===== config.mk =====
export PLATFORM = sky130hd
export DESIGN_NAME = morse_receiver_flat
export DESIGN_NICKNAME = d
export VERILOG_FILES = /design/src/rtl/morse_receiver_if.sv /design/src/rtl/morse_receiver.sv /design/src/flat_wrapper.sv
export SDC_FILE = /design/constraint.sdc
export NUM_CORES = 1
export LEC_CHECK = 0
export CAP_MARGIN = 20
export CORE_ASPECT_RATIO = 0.75
export CORE_MARGIN = 10
export CORE_UTILIZATION = 52
export DETAILED_ROUTE_END_ITERATION = 8
export PLACE_DENSITY = 0.74
export SYNTH_ARGS = -nofsm -noshare
export SYNTH_HDL_FRONTEND = slang
export SYNTH_SLANG_ARGS = --single-unit

===== constraint.sdc =====
create_clock -name clk_100Mhz -period 3.35 [get_ports clk_100Mhz]
set_input_delay 0.335 -clock clk_100Mhz [delete_from_list [all_inputs] [get_ports clk_100Mhz]]
set_output_delay 0.335 -clock clk_100Mhz [all_outputs]
set_load 0.1 [all_outputs]

===== src/rtl/morse_receiver_if.sv =====
// Morse receiver port bundle.
//   key_in     : raw key from the switch (asynchronous)
//   key_db     : debounced key level
//   data_valid : one-cycle character/space strobe
//   char_index : symbol count minus 1, 3'b101 marks a space
//   char_data  : symbols, dash=1, first symbol in the highest used bit
//   char_err   : one-cycle strobe, character dropped (more than 5 symbols)
// master : the receiver side (drives everything except key_in)
// slave  : the key source / character consumer
interface morse_receiver_if;
  logic       key_in;
  logic       key_db;
  logic       data_valid;
  logic [2:0] char_index;
  logic [5:0] char_data;
  logic       char_err;

  modport master (
    input  key_in,
    output key_db, data_valid, char_index, char_data, char_err
  );

  modport slave (
    output key_in,
    input  key_db, data_valid, char_index, char_data, char_err
  );
endinterface


===== src/rtl/morse_receiver.sv =====
// Morse receiver: synchronises and debounces a raw key, times presses and
// gaps, classifies dot/dash, and emits one strobe per character plus one
// space token per word gap.
// Ports:
//   clk_100Mhz : clock, rising edge
//   reset_n    : asynchronous active-low reset
//   mr         : morse_receiver_if.master (key_in in; key_db, data_valid,
//                char_index, char_data, char_err out)
//
// state | meaning
// IDLE  | no character pending, no space owed
// PRESS | key held, current symbol being timed
// GAP   | key released, symbols pending, waiting for char gap
// WORD  | character emitted, space owed unless key is pressed again
module morse_receiver #(
  parameter int UNIT_CYCLES     = 10_000_000,
  parameter int DEBOUNCE_CYCLES = 1_000_000
) (
  input  logic                clk_100Mhz,
  input  logic                reset_n,
  morse_receiver_if.master    mr
);

  localparam int DUR_MAX = 5 * UNIT_CYCLES;
  localparam int DW      = $clog2(DUR_MAX + 1);
  localparam int CW      = $clog2(DEBOUNCE_CYCLES + 1);

  // Comparisons are made against the count before the edge, so each
  // threshold is checked one below its nominal value: the edge that
  // acts is the one where the count reaches the threshold.
  localparam logic [DW-1:0] DUR_SAT   = DW'(DUR_MAX);
  localparam logic [DW-1:0] DASH_LAST = DW'(2 * UNIT_CYCLES - 1);
  localparam logic [DW-1:0] CHAR_LAST = DW'(2 * UNIT_CYCLES - 1);
  localparam logic [DW-1:0] WORD_LAST = DW'(5 * UNIT_CYCLES - 1);
  localparam logic [CW-1:0] DB_LAST   = CW'(DEBOUNCE_CYCLES);

  typedef enum logic [1:0] {IDLE, PRESS, GAP, WORD} state_t;

  logic          sync1_q, key_s_q;
  logic          key_db_q;
  logic [CW-1:0] db_cnt_q;
  logic [DW-1:0] dur_q;
  logic          db_toggle, db_rise, db_fall, symbol;

  state_t        state_q, state_d;
  logic [2:0]    nsym_q, nsym_d;
  logic [5:0]    sym_buf_q, sym_buf_d;
  logic          ovf_q, ovf_d;
  logic          dv_q, dv_d;
  logic          err_q, err_d;
  logic [2:0]    idx_q, idx_d;
  logic [5:0]    data_q, data_d;

  assign db_toggle = (key_s_q != key_db_q) && (db_cnt_q == DB_LAST);
  assign db_rise   = db_toggle && !key_db_q;
  assign db_fall   = db_toggle &&  key_db_q;
  // dur_q + 1 cycles have elapsed at the falling edge, hence DASH_LAST.
  assign symbol    = (dur_q >= DASH_LAST);

  always_ff @(posedge clk_100Mhz or negedge reset_n) begin
    if (!reset_n) begin
      sync1_q  <= 1'b0;
      key_s_q  <= 1'b0;
      key_db_q <= 1'b0;
      db_cnt_q <= '0;
      dur_q    <= '0;
    end else begin
      sync1_q <= mr.key_in;
      key_s_q <= sync1_q;
      if (key_s_q == key_db_q) begin
        db_cnt_q <= '0;
      end else if (db_toggle) begin
        key_db_q <= ~key_db_q;
        db_cnt_q <= '0;
      end else begin
        db_cnt_q <= db_cnt_q + 1'b1;
      end
      if (db_toggle) begin
        dur_q <= '0;
      end else if (dur_q != DUR_SAT) begin
        dur_q <= dur_q + 1'b1;
      end
    end
  end

  always_comb begin
    state_d   = state_q;
    nsym_d    = nsym_q;
    sym_buf_d = sym_buf_q;
    ovf_d     = ovf_q;
    dv_d      = 1'b0;
    err_d     = 1'b0;
    idx_d     = idx_q;
    data_d    = data_q;
    case (state_q)
      IDLE: begin
        if (db_rise) state_d = PRESS;
      end
      PRESS: begin
        if (db_fall) begin
          state_d = GAP;
          if (nsym_q < 3'd5) begin
            sym_buf_d = {sym_buf_q[4:0], symbol};
            nsym_d    = nsym_q + 3'd1;
          end else begin
            ovf_d = 1'b1;
          end
        end
      end
      GAP: begin
        if (dur_q == CHAR_LAST) begin
          if (ovf_q) begin
            err_d = 1'b1;
          end else begin
            dv_d   = 1'b1;
            idx_d  = nsym_q - 3'd1;
            data_d = sym_buf_q;
          end
          nsym_d    = '0;
          sym_buf_d = '0;
          ovf_d     = 1'b0;
          // A press landing on the exact boundary starts a new character.
          state_d   = db_rise ? PRESS : WORD;
        end else if (db_rise) begin
          state_d = PRESS;
        end
      end
      WORD: begin
        if (dur_q == WORD_LAST) begin
          dv_d    = 1'b1;
          idx_d   = 3'b101;
          data_d  = '0;
          state_d = db_rise ? PRESS : IDLE;
        end else if (db_rise) begin
          state_d = PRESS;
        end
      end
      default: state_d = IDLE;
    endcase
  end

  always_ff @(posedge clk_100Mhz or negedge reset_n) begin
    if (!reset_n) begin
      state_q   <= IDLE;
      nsym_q    <= '0;
      sym_buf_q <= '0;
      ovf_q     <= 1'b0;
      dv_q      <= 1'b0;
      err_q     <= 1'b0;
      idx_q     <= '0;
      data_q    <= '0;
    end else begin
      state_q   <= state_d;
      nsym_q    <= nsym_d;
      sym_buf_q <= sym_buf_d;
      ovf_q     <= ovf_d;
      dv_q      <= dv_d;
      err_q     <= err_d;
      idx_q     <= idx_d;
      data_q    <= data_d;
    end
  end

  assign mr.key_db     = key_db_q;
  assign mr.data_valid = dv_q;
  assign mr.char_err   = err_q;
  assign mr.char_index = idx_q;
  assign mr.char_data  = data_q;

endmodule


===== src/flat_wrapper.sv =====
// flat-port wrapper written by rule: the top's interface ports become plain ports
module morse_receiver_flat 
#(
  parameter int UNIT_CYCLES     = 10_000_000,
  parameter int DEBOUNCE_CYCLES = 1_000_000
)
  (clk_100Mhz, reset_n, mr_key_in, mr_key_db, mr_data_valid, mr_char_index, mr_char_data, mr_char_err);
  morse_receiver_if mr_i ();
  input  logic clk_100Mhz;
  input  logic reset_n;
  input wire logic [$bits(mr_i.key_in)-1:0] mr_key_in;
  output wire logic [$bits(mr_i.key_db)-1:0] mr_key_db;
  output wire logic [$bits(mr_i.data_valid)-1:0] mr_data_valid;
  output wire logic [$bits(mr_i.char_index)-1:0] mr_char_index;
  output wire logic [$bits(mr_i.char_data)-1:0] mr_char_data;
  output wire logic [$bits(mr_i.char_err)-1:0] mr_char_err;
  assign mr_i.key_in = mr_key_in;
  assign mr_key_db = mr_i.key_db;
  assign mr_data_valid = mr_i.data_valid;
  assign mr_char_index = mr_i.char_index;
  assign mr_char_data = mr_i.char_data;
  assign mr_char_err = mr_i.char_err;
  morse_receiver #(.UNIT_CYCLES(UNIT_CYCLES), .DEBOUNCE_CYCLES(DEBOUNCE_CYCLES)) u_core (.clk_100Mhz(clk_100Mhz), .reset_n(reset_n), .mr(mr_i));
endmodule

==> implementation parameters, run 1 <==
Parameter                              Value

Finish
  Seq. cell area ... 1800 sq um
  Area of the multi-input gates ... 1700 sq um
  Signed area change from the synthesized netlist to the final layout ... 12.1%
  Number of inserted filler cells in the final layout ... 558
  Ant. Diodes ... 0
  Number of nets in the layout ... 391
  Share of cells above drive strength 1 ... 8.01%

GRT
  All-layer global routing usage ... 14.3%
  Busiest metal layer after global routing ... met1
  Met1 GRT Util ... 20.3%
  Total congestion overflow after global routing ... 0
  Pin count of the biggest net entering global routing ... 46
  Met2 Usage GRT ... 19.7%
  Number of antenna violations at the first check in global routing ... 0
  Met3 routing resource usage after global routing ... 4.96%
  Global-route wire length before repair ... 12400 um
  Via count of the first global-routing pass ... 2532

Power and ir drop
  Static power due to leakage ... 0.00178 uW
  Pwr Total ... 1670 uW
  Power per standard cell area ... 410 nW/um^2
  Worst vdd rail ir drop ... 0.258 mV

Clock network
  Hold-fix buffers at CTS ... 0
  TritonCTS clock tree ... done
  Clock Sinks ... 72
  H-tree depth reported by CTS ... 3
  Number of setup buffers added after CTS ... 0
  Cts bufs inserted ... 9
  Count of instances resized after the clock tree is built ... 0
  Clock latency reported for the late side of the worst-skew pair ... 0.35 ns
  Clock transition at path regs ... 0.08 ns
  Maximum count of clock buffers along a single path ... 2
  Buffer type at the clock tree root ... clkbuf_8

Logic synthesis
  Predominant post-synthesis flop cell ... dfrtp_1
  Synth Area in Adders ... 2.06%
  Fraction of synthesized cell area in xor and xnor cells ... 10.6%
  EDFF count, synth ... 0
  Portion of netlist area occupied by mux cells ... 0.275%
  Post-synthesis cell type count ... 51
  Total nets after synthesis ... 375
  Gate Count Post-Synth ... 366
  Post-Synth Simple-Gate Area ... 26.5%
  FFs w/ async S/R, synth ... 100%
  Synthesis warning total ... 0
  Dominant combinational cell family by area after synthesis ... simple AND/OR/NAND/NOR gates
  Synthesis-stage register bit count ... 72
  Fraction of the mapped netlist area in compound gates ... 7.26%
  Portion of the post-synthesis area used by sequential elements ... 49.5%
  Mean instance size in the synthesized netlist ... 9.94 sq um
  Netlist area before placement ... 3640 sq um

Route
  Detailed-routing iteration count for the pre-antenna-repair pass ... 4
  DRC violation total after the first TritonRoute iteration ... 158
  Number of vias in the routed layout ... 2614
  Routed length per instance ... 14.9 um
  Number of DRC violations after detailed routing ... 0
  Vias per std cell ... 5.55
  Overall routed net length ... 7020 um
  Antenna Nets Post-Route ... 0

Die
  Die Height ... 92.4 um
  Number of core rows ... 26
  Core region area ... 6800 sq um
  DIE AREA ... 10800 sq um
  Initial standard-cell utilization of the core ... 53.5%
  Width of the die ... 117 um
  Ports ... 15

Worst setup path
  Kind of start point of the critical path ... register
  Largest fanout on the critical path ... 19
  Critical Path Slowest Stage Cell ... nand2b_1
  CP required ... 3.55 ns
  Worst reg2reg path depth ... 7
  Worst R2R Start ... u_core.db_cnt_q[0]
  Dominant delay contributor by cell family on the critical path ... simple AND/OR/NAND/NOR gates
  WP buf/inv ... 1
  Worst setup slack for register-to-register paths ... 0.94 ns
  Worst Path Class, Setup ... register to register
  Worst path arrival time ... 2.61 ns
  CP cell instances ... inv_1 > ha_1 > nor4b_1 > nand4_1 > or3_1 > nand2b_1 > nor2_1
  RR Endpoint ... u_core.db_cnt_q[15]
  Endpoint class of the critical path ... register
  Critical path's largest stage delay ... 0.56 ns

STA
  Endpoints failing setup ... 0
  Final critical-path share of the clock period ... 71.9%
  Endpoints failing hold ... 0
  Worst-Margin Slew ... 0.979 ns
  Setup TNS ... 0 ns
  Time the final worst path needs with I/O delays and setup ... 2.41 ns
  Setup repair after global routing missed its margin ... false
  Max Clk Rate ... 0.415 GHz
  Skew final ... 0.00663 ns
  Relative slew slack ... 34.5%
  Number of max-slew violations in the final report ... 0

Placement
  HPWL reported at the end of detailed placement ... 4990 um
  Global placer's final weighted congestion ... 0.790
  Count of port buffers added during placement ... 14

Worst hold path
  Class of the worst hold path ... primary input to asynchronous set/reset pin

Run status
  Status ... finished, final reports clean

Run
  Number of violations of the max-capacitance limit ... 0
==> synth_stat cells, types with 3 or more instances <==
library cell / number / area share [%]
inv_1: 14 / 1.4
ha_1: 6 / 2.1
nor4b_1: 3 / 0.72
buf_2: 4 / 0.55
o21a_1: 3 / 0.62
nor4_2: 3 / 1.0
a22oi_1: 3 / 0.62
nand4_1: 13 / 2.2
xnor2_1: 19 / 4.6
nor3_1: 10 / 1.4
or3_1: 3 / 0.52
nand3_1: 17 / 2.3
and3_1: 8 / 1.4
xor2_1: 25 / 6.0
nor4_1: 4 / 0.69
and2_1: 3 / 0.52
nand2_1: 37 / 3.8
a22o_1: 6 / 1.4
dfrtp_1: 72 / 50
nor2b_1: 3 / 0.52
o211ai_1: 3 / 0.62
nor4bb_1: 4 / 1.1
o21ai_0: 8 / 1.1
clkbuf_1: 7 / 0.72
nor2_1: 51 / 5.3
and4_1: 6 / 1.4
==> metrics by stage <==
step	setup slack (ns)	cell area [sq um]	hold slack (ns)	instances	utilization (%)
2_1_floorplan	1.04	3640	0.0394	366	-
6_report	0.942	4080	0.326	471	60.0
5_1_grt	0.734	4080	0.332	471	60.0
3_3_place_gp	1.06	3830	0.332	453	56.3
4_1_cts	0.956	4050	0.166	469	59.6
3_5_place_dp	0.980	3830	0.337	453	56.3
==> how the worst max path moves through the flow <==
| stage | from | to | slack [ns] | cells after the start |
|---|---|---|---|---|
| floorplan | u_core.mr.key_db | u_core.db_cnt_q[11] | 1.04 | 7 |
| global placement | u_core.db_cnt_q[0] | u_core.dur_q[24] | 1.06 | 7 |
| detailed placement | u_core.db_cnt_q[0] | u_core.dur_q[12] | 0.98 | 7 |
| CTS | u_core.db_cnt_q[0] | u_core.dur_q[17] | 0.96 | 7 |
| global route | u_core.db_cnt_q[0] | u_core.db_cnt_q[8] | 0.73 | 7 |
| finish | u_core.db_cnt_q[0] | u_core.db_cnt_q[15] | 0.94 | 7 |
==> area by class of cell <==
cell class                      instances  area share [%]
Sequential cell                        72            44.2
Multi-Input combinational cell        265            41.8
Inverter                               14            1.29
Clock buffer                           10            3.13
Clock inverter                          6            2.27
Tap cell                               84            2.58
Timing Repair Buffer                   20            4.79
==> layout by cell type, fill, tap and decap left out, types with 2 or more instances in the layout <==
cell type | synthesis | routed
dfrtp_1 | 72 | 72
nor2_1 | 51 | 51
nand2_1 | 37 | 37
xor2_1 | 25 | 25
xnor2_1 | 19 | 19
nand3_1 | 17 | 17
inv_1 | 14 | 14
nand4_1 | 13 | 13
clkdlybuf4s50_1 | 0 | 13
nor3_1 | 10 | 9
clkbuf_8 | 0 | 9
and3_1 | 8 | 8
o21ai_0 | 8 | 8
and4_1 | 6 | 6
a22o_1 | 6 | 6
ha_1 | 6 | 6
nor4_1 | 4 | 4
nor4bb_1 | 4 | 4
buf_4 | 2 | 4
and2_1 | 3 | 3
nor4b_1 | 3 | 3
or3_1 | 3 | 3
nor2b_1 | 3 | 3
o21a_1 | 3 | 3
a22oi_1 | 3 | 3
nor4_2 | 3 | 3
o211ai_1 | 3 | 3
nor3_2 | 1 | 2
a21oi_1 | 2 | 2
and4b_1 | 2 | 2
o21ai_1 | 2 | 2
a21o_1 | 2 | 2
clkinvlp_4 | 0 | 2
bufinv_16 | 0 | 2
==> cell families after synthesis <==
group           Yosys count
simple gates            177
buf+inv                  29
compound gates           37
mux                       1
fa+ha+maj                 6
flops                    72
xor+xnor                 44
==> where the power goes <==
group / switching (uW) / total [uW] / internal [uW] / leakage (uW)
clock network: 333 / 756 / 423 / 0.000103
logic: 25.6 / 36.9 / 11.2 / 0.000694
registers: 5.23 / 878 / 873 / 0.000985
==> state kept, by name, indices dropped and copies added (netlist names), 2 cells and up <==
signal and cells:
u_core.state_q 2, u_core.mr.char_index 3, u_core.sym_buf_q 6, u_core.nsym_q 3
u_core.mr.char_data 6, u_core.db_cnt_q 20, u_core.dur_q 26
==> per-layer routing <==
metal / up-vias / routed length [um]
li1: 1304 / -
met1: 1256 / 3620
met2: 46 / 2940
met3: 8 / 383
met4: 0 / 78
met5: - / 0
No activity file was read; power rests on OpenSTA's default activity.
==> inputs of run 2 (changes only) <==
==> constraint.sdc (replaced) <==
create_clock -name clk_100Mhz -period 2.3 [get_ports clk_100Mhz]
set_input_delay 0.23 -clock clk_100Mhz [delete_from_list [all_inputs] [get_ports clk_100Mhz]]
set_output_delay 0.23 -clock clk_100Mhz [all_outputs]
set_load 0.1 [all_outputs]
==> run 2 against run 1 <==
Against the previous run:
- final cell count grew 1.7%
- worst setup slack got worse by 0.69 ns
- non-clock buffer count grew 8
- register-to-register slack worse by 0.69 ns
- utilization up 0.96 points
- sequential share of layout area decreased by 0.66 points
- clock-buffer cell count is 1 lower
- die area stayed put
- global-route usage barely moved
- largest power group unchanged
==> implementation parameters, run 2 (synthesis results as in run 1) <==
Parameter                              Value

Die
  DIE AREA ... 10800 sq um (unchanged)
  Ports ... 15 (unchanged)
  Number of core rows ... 26 (unchanged)
  Initial standard-cell utilization of the core ... 53.5% (unchanged)
  Core region area ... 6800 sq um (unchanged)
  Width of the die ... 117 um (unchanged)
  Die Height ... 92.4 um (unchanged)

Worst setup path
  Worst Path Class, Setup ... register to register (unchanged)
  CP cell instances ... nor4b_1 > nand4_1 > and4bb_2 > o21ai_1 > a22o_1 (was inv_1 > ha_1 > nor4b_1 > nand4_1 > or3_1 > nand2b_1 > nor2_1)
  Critical Path Slowest Stage Cell ... dfrtp_1 (was nand2b_1)
  Crit path from ... u_core.dur_q[11] (was u_core.db_cnt_q[0])
  WP buf/inv ... 0 (was 1)
  Kind of start point of the critical path ... register (unchanged)
  Worst R2R Start ... u_core.dur_q[11] (was u_core.db_cnt_q[0])
  CP required ... 2.54 ns (was 3.55 ns)
  Logic depth of the worst setup path including buffers ... 5 (was 7)
  Worst path arrival time ... 2.29 ns (was 2.61 ns)
  Largest fanout on the critical path ... 9 (was 19)
  Critical path's largest stage delay ... 0.45 ns (was 0.56 ns)
  Dominant delay contributor by cell family on the critical path ... simple AND/OR/NAND/NOR gates (unchanged)
  Worst reg2reg path depth ... 5 (was 7)
  Endpoint class of the critical path ... register (unchanged)

Clock network
  Clock Sinks ... 72 (unchanged)
  Cts bufs inserted ... 9 (unchanged)
  H-tree depth reported by CTS ... 3 (unchanged)
  Maximum count of clock buffers along a single path ... 2 (unchanged)
  Clock latency reported for the late side of the worst-skew pair ... 0.36 ns (was 0.35 ns)
  Buffer type at the clock tree root ... clkbuf_8 (unchanged)
  TritonCTS clock tree ... done (unchanged)
  Clock transition at path regs ... 0.07 ns (was 0.08 ns)

Finish
  Signed area change from the synthesized netlist to the final layout ... 13.9% (was 12.1%)
  Commonest cells after routing, fill and taps aside ... dfrtp_1 (71), nor2_1 (51), nand2_1 (37), xor2_1 (25), buf_4 (23) (was dfrtp_1 (72), nor2_1 (51), nand2_1 (37), xor2_1 (25), xnor2_1 (19))
  Max reg flops ... 26 (unchanged)
  Fraction of the core area covered by cells at the end of the flow ... 60.9% (was 60.0%)
  Share of cells above drive strength 1 ... 14.4% (was 8.01%)
  Largest registers ... u_core.dur_q: 26 flops, u_core.db_cnt_q: 20 flops (unchanged)
  Most common cell after layout, fill and taps aside ... dfrtp_1 (unchanged)
  Ant. Diodes ... 0 (unchanged)
  Register with the most flip-flops ... u_core.dur_q (unchanged)
  Number of nets in the layout ... 399 (was 391)

Power and ir drop
  Share of power burned in combinational logic ... 2.2% (about the same)
  Pwr Total ... 2440 uW (was 1670 uW)
  Worst vdd rail ir drop ... 0.390 mV (was 0.258 mV)
  Power per standard cell area ... 588 nW/um^2 (was 410 nW/um^2)
  Internal ... 1900 uW (was 1310 uW)
  Sw Ratio ... 22.0% (was 21.8%)
  Net switching component of the power ... 536 uW (was 364 uW)
  Fraction of power consumed by sequential logic ... 52.5% (about the same)
  Clock network fraction of design power ... 45.3% (about the same)
  Static power due to leakage ... 0.00186 uW (was 0.00178 uW)

STA
  Worst-Margin Slew ... 0.617 ns (was 0.979 ns)
  Final critical-path share of the clock period ... 89.2% (was 71.9%)
  Setup TNS ... 0 ns (unchanged)
  Time the final worst path needs with I/O delays and setup ... 2.05 ns (was 2.41 ns)
  Skew final ... 0.00903 ns (was 0.00663 ns)
  Number of max-slew violations in the final report ... 0 (unchanged)
  Relative slew slack ... 58.6% (was 34.5%)
  Endpoints failing hold ... 0 (unchanged)
  Setup repair after global routing missed its margin ... false (unchanged)
  Smallest setup slack after layout ... 0.249 ns (was 0.942 ns)
  Endpoints failing setup ... 0 (unchanged)
  Max Clk Rate ... 0.488 GHz (was 0.415 GHz)
  Hold Worst Slack ... 0.311 ns (was 0.326 ns)

Placement
  Global placer's final weighted congestion ... 0.805 (was 0.790)
  Worst setup slack before clock tree synthesis ... 0.122 ns (was 0.980 ns)
  HPWL reported at the end of detailed placement ... 5050 um (was 4990 um)
  Count of port buffers added during placement ... 14 (unchanged)

Route
  Number of vias in the routed layout ... 2671 (was 2614)
  Number of DRC violations after detailed routing ... 0 (unchanged)
  Overall routed net length ... 7180 um (was 7020 um)
  Detailed-routing iteration count for the pre-antenna-repair pass ... 5 (was 4)
  Routed length per instance ... 15.0 um (was 14.9 um)
  Vias per std cell ... 5.58 (was 5.55)
  DRC violation total after the first TritonRoute iteration ... 173 (was 158)
  Antenna Nets Post-Route ... 0 (unchanged)

GRT
  Via count of the first global-routing pass ... 2546 (was 2532)
  Total congestion overflow after global routing ... 0 (unchanged)
  Number of antenna violations at the first check in global routing ... 0 (unchanged)
  Global-route wire length before repair ... 12500 um (was 12400 um)
  All-layer global routing usage ... 14.3% (about the same)
  Pin count of the biggest net entering global routing ... 33 (was 46)

Worst hold path
  Class of the worst hold path ... primary input to register (was primary input to asynchronous set/reset pin)
  Worst hold path depth ... 1
  Min-Delay Startpoint ... mr_key_in

Run
  Number of violations of the max-capacitance limit ... 0 (unchanged)

Run status
  Status ... finished, final reports clean (unchanged)
run 2: cell types whose count changed in the layout (fill, tap and decap cells not counted), sizes merged:
cell and delta:
buf +20, clkinvlp -1, clkbuf -1, clkdlybuf4s50 -12
clkinv +2
run 2: power by group through the flow:
stage	Sequential, uW	Clock (uW)	Combinational, uW
2_1_floorplan	1300	0	18.0
3_3_place_gp	1300	0	53.5
3_5_place_dp	1300	0	54.2
4_1_cts	1280	1130	56.2
5_1_grt	1280	1180	64.8
6_report	1280	1100	54.2
run 2: area by class of cell:
class | instances | area (sq um)
Multi-Input combinational cell | 265 | 1730
Clock buffer | 9 | 124
Fill cell | 563 | 2660
Timing Repair Buffer | 28 | 238
Tap cell | 84 | 105
Inverter | 14 | 52.6
Clock inverter | 7 | 95.1
Sequential cell | 72 | 1800
run 2: final timing paths:
check,to,slack [ns]
worst max-delay path,u_core.mr.char_data[0],0.25
worst min-delay path,u_core.sync1_q,0.31
worst max register to register,u_core.mr.char_data[0],0.25
worst min register to register,u_core.key_s_q,0.36
max in group asynchronous,u_core.nsym_q[2],1.24
min in group asynchronous,u_core.mr.char_data[3],0.41
run 2: repair_timing:
| action | in CTS | in global routing |
|---|---|---|
| setup buffers | 0 | 0 |
| resized for setup | 0 | 4 |
| hold buffers | 1 | 0 |
| hold endpoints to repair | 25 | 0 |
| setup endpoints to repair | 0 | 29 |
run 2: routing by layer:
metal | global-route usage [%] | share of wire, % | vias to the layer above
li1 | - | - | 1315
met1 | 21.0 | 54 | 1301
met2 | 19.3 | 41 | 48
met3 | 3.87 | 4.1 | 7
met4 | 5.54 | 0.97 | 0
met5 | 0 | 0 | -
run 2: metrics by stage:
step | std cells | cell area, sq um
4_1_cts | 479 | 4120
3_5_place_dp | 462 | 3890
2_1_floorplan | 366 | 3640
3_3_place_gp | 462 | 3890
6_report | 479 | 4140
5_1_grt | 479 | 4140
==> inputs of run 3 (changes only) <==
--- a/config.mk
+++ b/config.mk
@@ -10,7 +10,7 @@
 export CORE_MARGIN = 10
 export CORE_UTILIZATION = 52
 export DETAILED_ROUTE_END_ITERATION = 8
-export PLACE_DENSITY = 0.74
+export PLACE_DENSITY = 0.77
 export SYNTH_ARGS = -nofsm -noshare
 export SYNTH_HDL_FRONTEND = slang
 export SYNTH_SLANG_ARGS = --single-unit
==> constraint.sdc (replaced) <==
create_clock -name clk_100Mhz -period 1.75 [get_ports clk_100Mhz]
set_input_delay 0.175 -clock clk_100Mhz [delete_from_list [all_inputs] [get_ports clk_100Mhz]]
set_output_delay 0.175 -clock clk_100Mhz [all_outputs]
set_load 0.1 [all_outputs]
==> run 3 against run 2 <==
Against the previous run:
- the run now ends with setup timing left
- sequential power increased by 31%
- global-route usage increased by 3.6 points
- sequential cell count stayed put
- worst hold slack worse by 0.060 ns
- critical path depth increased by 1
- largest cell class is now multi-input combinational cells
- largest power group unchanged
==> implementation parameters, run 3 (synthesis results as in run 1) <==
Parameter                              Value

Worst hold path
  Min-Delay Startpoint ... mr_key_in (unchanged)
  Worst hold path depth ... 1 (unchanged)
  Hold Crit Endpoint ... u_core.sync1_q (unchanged)
  Class of the worst hold path ... primary input to register (unchanged)

GRT
  Global-route wire length before repair ... 15400 um (was 12500 um)
  All-layer global routing usage ... 17.9% (was 14.3%)
  Total congestion overflow after global routing ... 0 (unchanged)
  Via count of the first global-routing pass ... 3191 (was 2546)
  Number of antenna violations at the first check in global routing ... 0 (unchanged)
  Pin count of the biggest net entering global routing ... 40 (was 33)

Finish
  Number of nets in the layout ... 483 (was 399)
  Ant. Diodes ... 0 (unchanged)
  Signed area change from the synthesized netlist to the final layout ... 41.2% (was 13.9%)
  Register with the most flip-flops ... u_core.dur_q (unchanged)
  Seq. cell area ... 1810 sq um (was 1800 sq um)
  Number of inserted filler cells in the final layout ... 385 (was 563)
  Most common cell after layout, fill and taps aside ... buf_4 (was dfrtp_1)
  Commonest cells after routing, fill and taps aside ... buf_4 (91), dfrtp_1 (70), nor2_1 (51), nand2_1 (36), xor2_1 (25) (was dfrtp_1 (71), nor2_1 (51), nand2_1 (37), xor2_1 (25), buf_4 (23))
  Area of the multi-input gates ... 1960 sq um (was 1730 sq um)
  Max reg flops ... 26 (unchanged)
  Largest registers ... u_core.dur_q: 26 flops, u_core.db_cnt_q: 20 flops (unchanged)
  Share of cells above drive strength 1 ... 35.7% (was 14.4%)
  Fraction of the core area covered by cells at the end of the flow ... 75.5% (was 60.9%)

STA
  Endpoints failing hold ... 0 (unchanged)
  Time the final worst path needs with I/O delays and setup ... 2.07 ns (was 2.05 ns)
  Endpoints failing setup ... 69 (was 0)
  Number of max-slew violations in the final report ... 0 (unchanged)
  Relative slew slack ... 57.5% (was 58.6%)
  Setup repair after global routing missed its margin ... true (was false)
  Max Clk Rate ... 0.484 GHz (was 0.488 GHz)
  Worst-Margin Slew ... 0.637 ns (was 0.617 ns)
  Final critical-path share of the clock period ... 118% (was 89.2%)
  Skew final ... 0.0143 ns (was 0.00903 ns)
  Smallest setup slack after layout ... -0.316 ns (was 0.249 ns)

Worst setup path
  RR Endpoint ... u_core.mr.char_data[4] (was u_core.mr.char_data[0])
  Kind of start point of the critical path ... register (unchanged)
  Worst reg2reg path depth ... 6 (was 5)
  Worst path arrival time ... 2.34 ns (was 2.29 ns)
  Worst setup slack for register-to-register paths ... -0.32 ns (was 0.25 ns)
  Worst R2R Start ... u_core.dur_q[12] (was u_core.dur_q[11])
  CP required ... 2.02 ns (was 2.54 ns)
  Endpoint class of the critical path ... register (unchanged)
  Worst Path Class, Setup ... register to register (unchanged)
  Largest fanout on the critical path ... 5 (was 9)

Clock network
  Clock Sinks ... 72 (unchanged)
  Clock transition at path regs ... 0.09 ns (was 0.07 ns)
  Maximum count of clock buffers along a single path ... 2 (unchanged)
  H-tree depth reported by CTS ... 3 (unchanged)
  Cts bufs inserted ... 9 (unchanged)
  Buffer type at the clock tree root ... clkbuf_8 (unchanged)
  TritonCTS clock tree ... done (unchanged)
  Clock latency reported for the late side of the worst-skew pair ... 0.37 ns (was 0.36 ns)

Power and ir drop
  Pwr Total ... 3470 uW (was 2440 uW)
  Clock network fraction of design power ... 48.3% (was 45.3%)
  Net switching component of the power ... 791 uW (was 536 uW)
  Share of power burned in combinational logic ... 3.4% (was 2.2%)
  Static power due to leakage ... 0.00241 uW (was 0.00186 uW)
  Worst vdd rail ir drop ... 0.467 mV (was 0.390 mV)
  Fraction of power consumed by sequential logic ... 48.3% (was 52.5%)
  Power per standard cell area ... 676 nW/um^2 (was 588 nW/um^2)
  Sw Ratio ... 22.8% (was 22.0%)
  Internal ... 2680 uW (was 1900 uW)

Run status
  Violations in the final reports ... setup timing
  Status ... finished with violations (was finished, final reports clean)

Die
  DIE AREA ... 10800 sq um (unchanged)
  Die Height ... 92.4 um (unchanged)
  Width of the die ... 117 um (unchanged)
  Initial standard-cell utilization of the core ... 53.5% (unchanged)
  Number of core rows ... 26 (unchanged)
  Ports ... 15 (unchanged)
  Core region area ... 6800 sq um (unchanged)

Route
  Overall routed net length ... 11100 um (was 7180 um)
  DRC violation total after the first TritonRoute iteration ... 287 (was 173)
  Detailed-routing iteration count for the pre-antenna-repair pass ... 6 (was 5)
  Routed length per instance ... 19.7 um (was 15.0 um)
  Vias per std cell ... 6.08 (was 5.58)
  Number of DRC violations after detailed routing ... 0 (unchanged)
  Number of vias in the routed layout ... 3422 (was 2671)
  Antenna Nets Post-Route ... 0 (unchanged)

Placement
  Global placer's final weighted congestion ... 0.856 (was 0.805)
  Count of port buffers added during placement ... 14 (unchanged)
  HPWL reported at the end of detailed placement ... 6100 um (was 5050 um)

Run
  Number of violations of the max-capacitance limit ... 0 (unchanged)
## run 3: cell count changes in the layout (fill, tap and decap cells not counted), sizes merged
cell,previous run,this run
clkbuf,9,12
o21ai,10,11
inv,15,17
buf,26,105
bufinv,2,3
or3,4,5
clkinvlp,1,0
clkinv,3,1
## run 3: how the worst max path moves through the flow
stage | start | to | slack, ns | cells after the start
2_1_floorplan | u_core.dur_q[1] | u_core.nsym_q[0] | -0.10 | 8
3_3_place_gp | u_core.db_cnt_q[11] | u_core.state_q[0] | -0.11 | 6
3_5_place_dp | u_core.db_cnt_q[11] | u_core.nsym_q[2] | -0.24 | 5
4_1_cts | u_core.db_cnt_q[1] | u_core.nsym_q[2] | -0.12 | 8
5_1_grt | u_core.state_q[0] | u_core.mr.char_data[3] | -0.40 | 6
6_report | u_core.dur_q[12] | u_core.mr.char_data[4] | -0.32 | 6
## run 3: power by group through the flow
stage	combinational, uW	clock [uW]	sequential, uW
finish	119	1680	1680
global route	131	1760	1680
CTS	101	1670	1670
detailed placement	92.6	0	1710
global placement	90.1	0	1710
floorplan	27.3	0	1710
## run 3: worst max-delay path, cell delays in order, from the launching register on
cell and delay (ns):
dfrtp_1 0.44, nor4bb_4 0.34, nand4_1 0.28, buf_4 0.23, and4b_2 0.34, o21ai_4 0.09, a22o_1 0.23
## run 3: layout make-up
| class | count | area share (%) |
|---|---|---|
| multi-input cells | 267 | 38.1 |
| flip-flops and latches | 72 | 35.2 |
| repair buffers | 110 | 18.8 |
| clock inverters | 7 | 2.44 |
| clock buffers | 9 | 2.41 |
| well taps | 84 | 2.05 |
| inverters | 14 | 1.02 |
## run 3: timing repair
action | CTS | global route
hold endpoints to repair | 25 | 0
setup endpoints to repair | 66 | 69
pin swaps | 17 | 13
setup buffers | 8 | 2
cloned | 1 | 6
hold buffers | 1 | 0
gates resized for setup | 27 | 22
## run 3: layer usage
metal | wire [um] | part of all wire (%) | up-vias | global-route usage, %
li1 | - | - | 1494 | -
met1 | 4590 | 41 | 1712 | 22.6
met2 | 5370 | 48 | 170 | 28.4
met3 | 751 | 6.8 | 46 | 4.84
met4 | 409 | 3.7 | 0 | 7.80
met5 | 0 | 0 | - | 0
## run 3: metrics by stage
stage          setup WS, ns  cell area [sq um]  hold WS (ns)  std cells  TNS [ns]
3_3_place_gp         -0.113               4460         0.213        530     -2.62
6_report             -0.316               5130         0.251        563    -10.85
5_1_grt              -0.396               5130         0.243        563    -15.83
4_1_cts              -0.119               4920         0.253        556     -1.39
3_5_place_dp         -0.235               4460         0.226        530     -5.28
2_1_floorplan        -0.100               3680        -0.121        366     -1.66
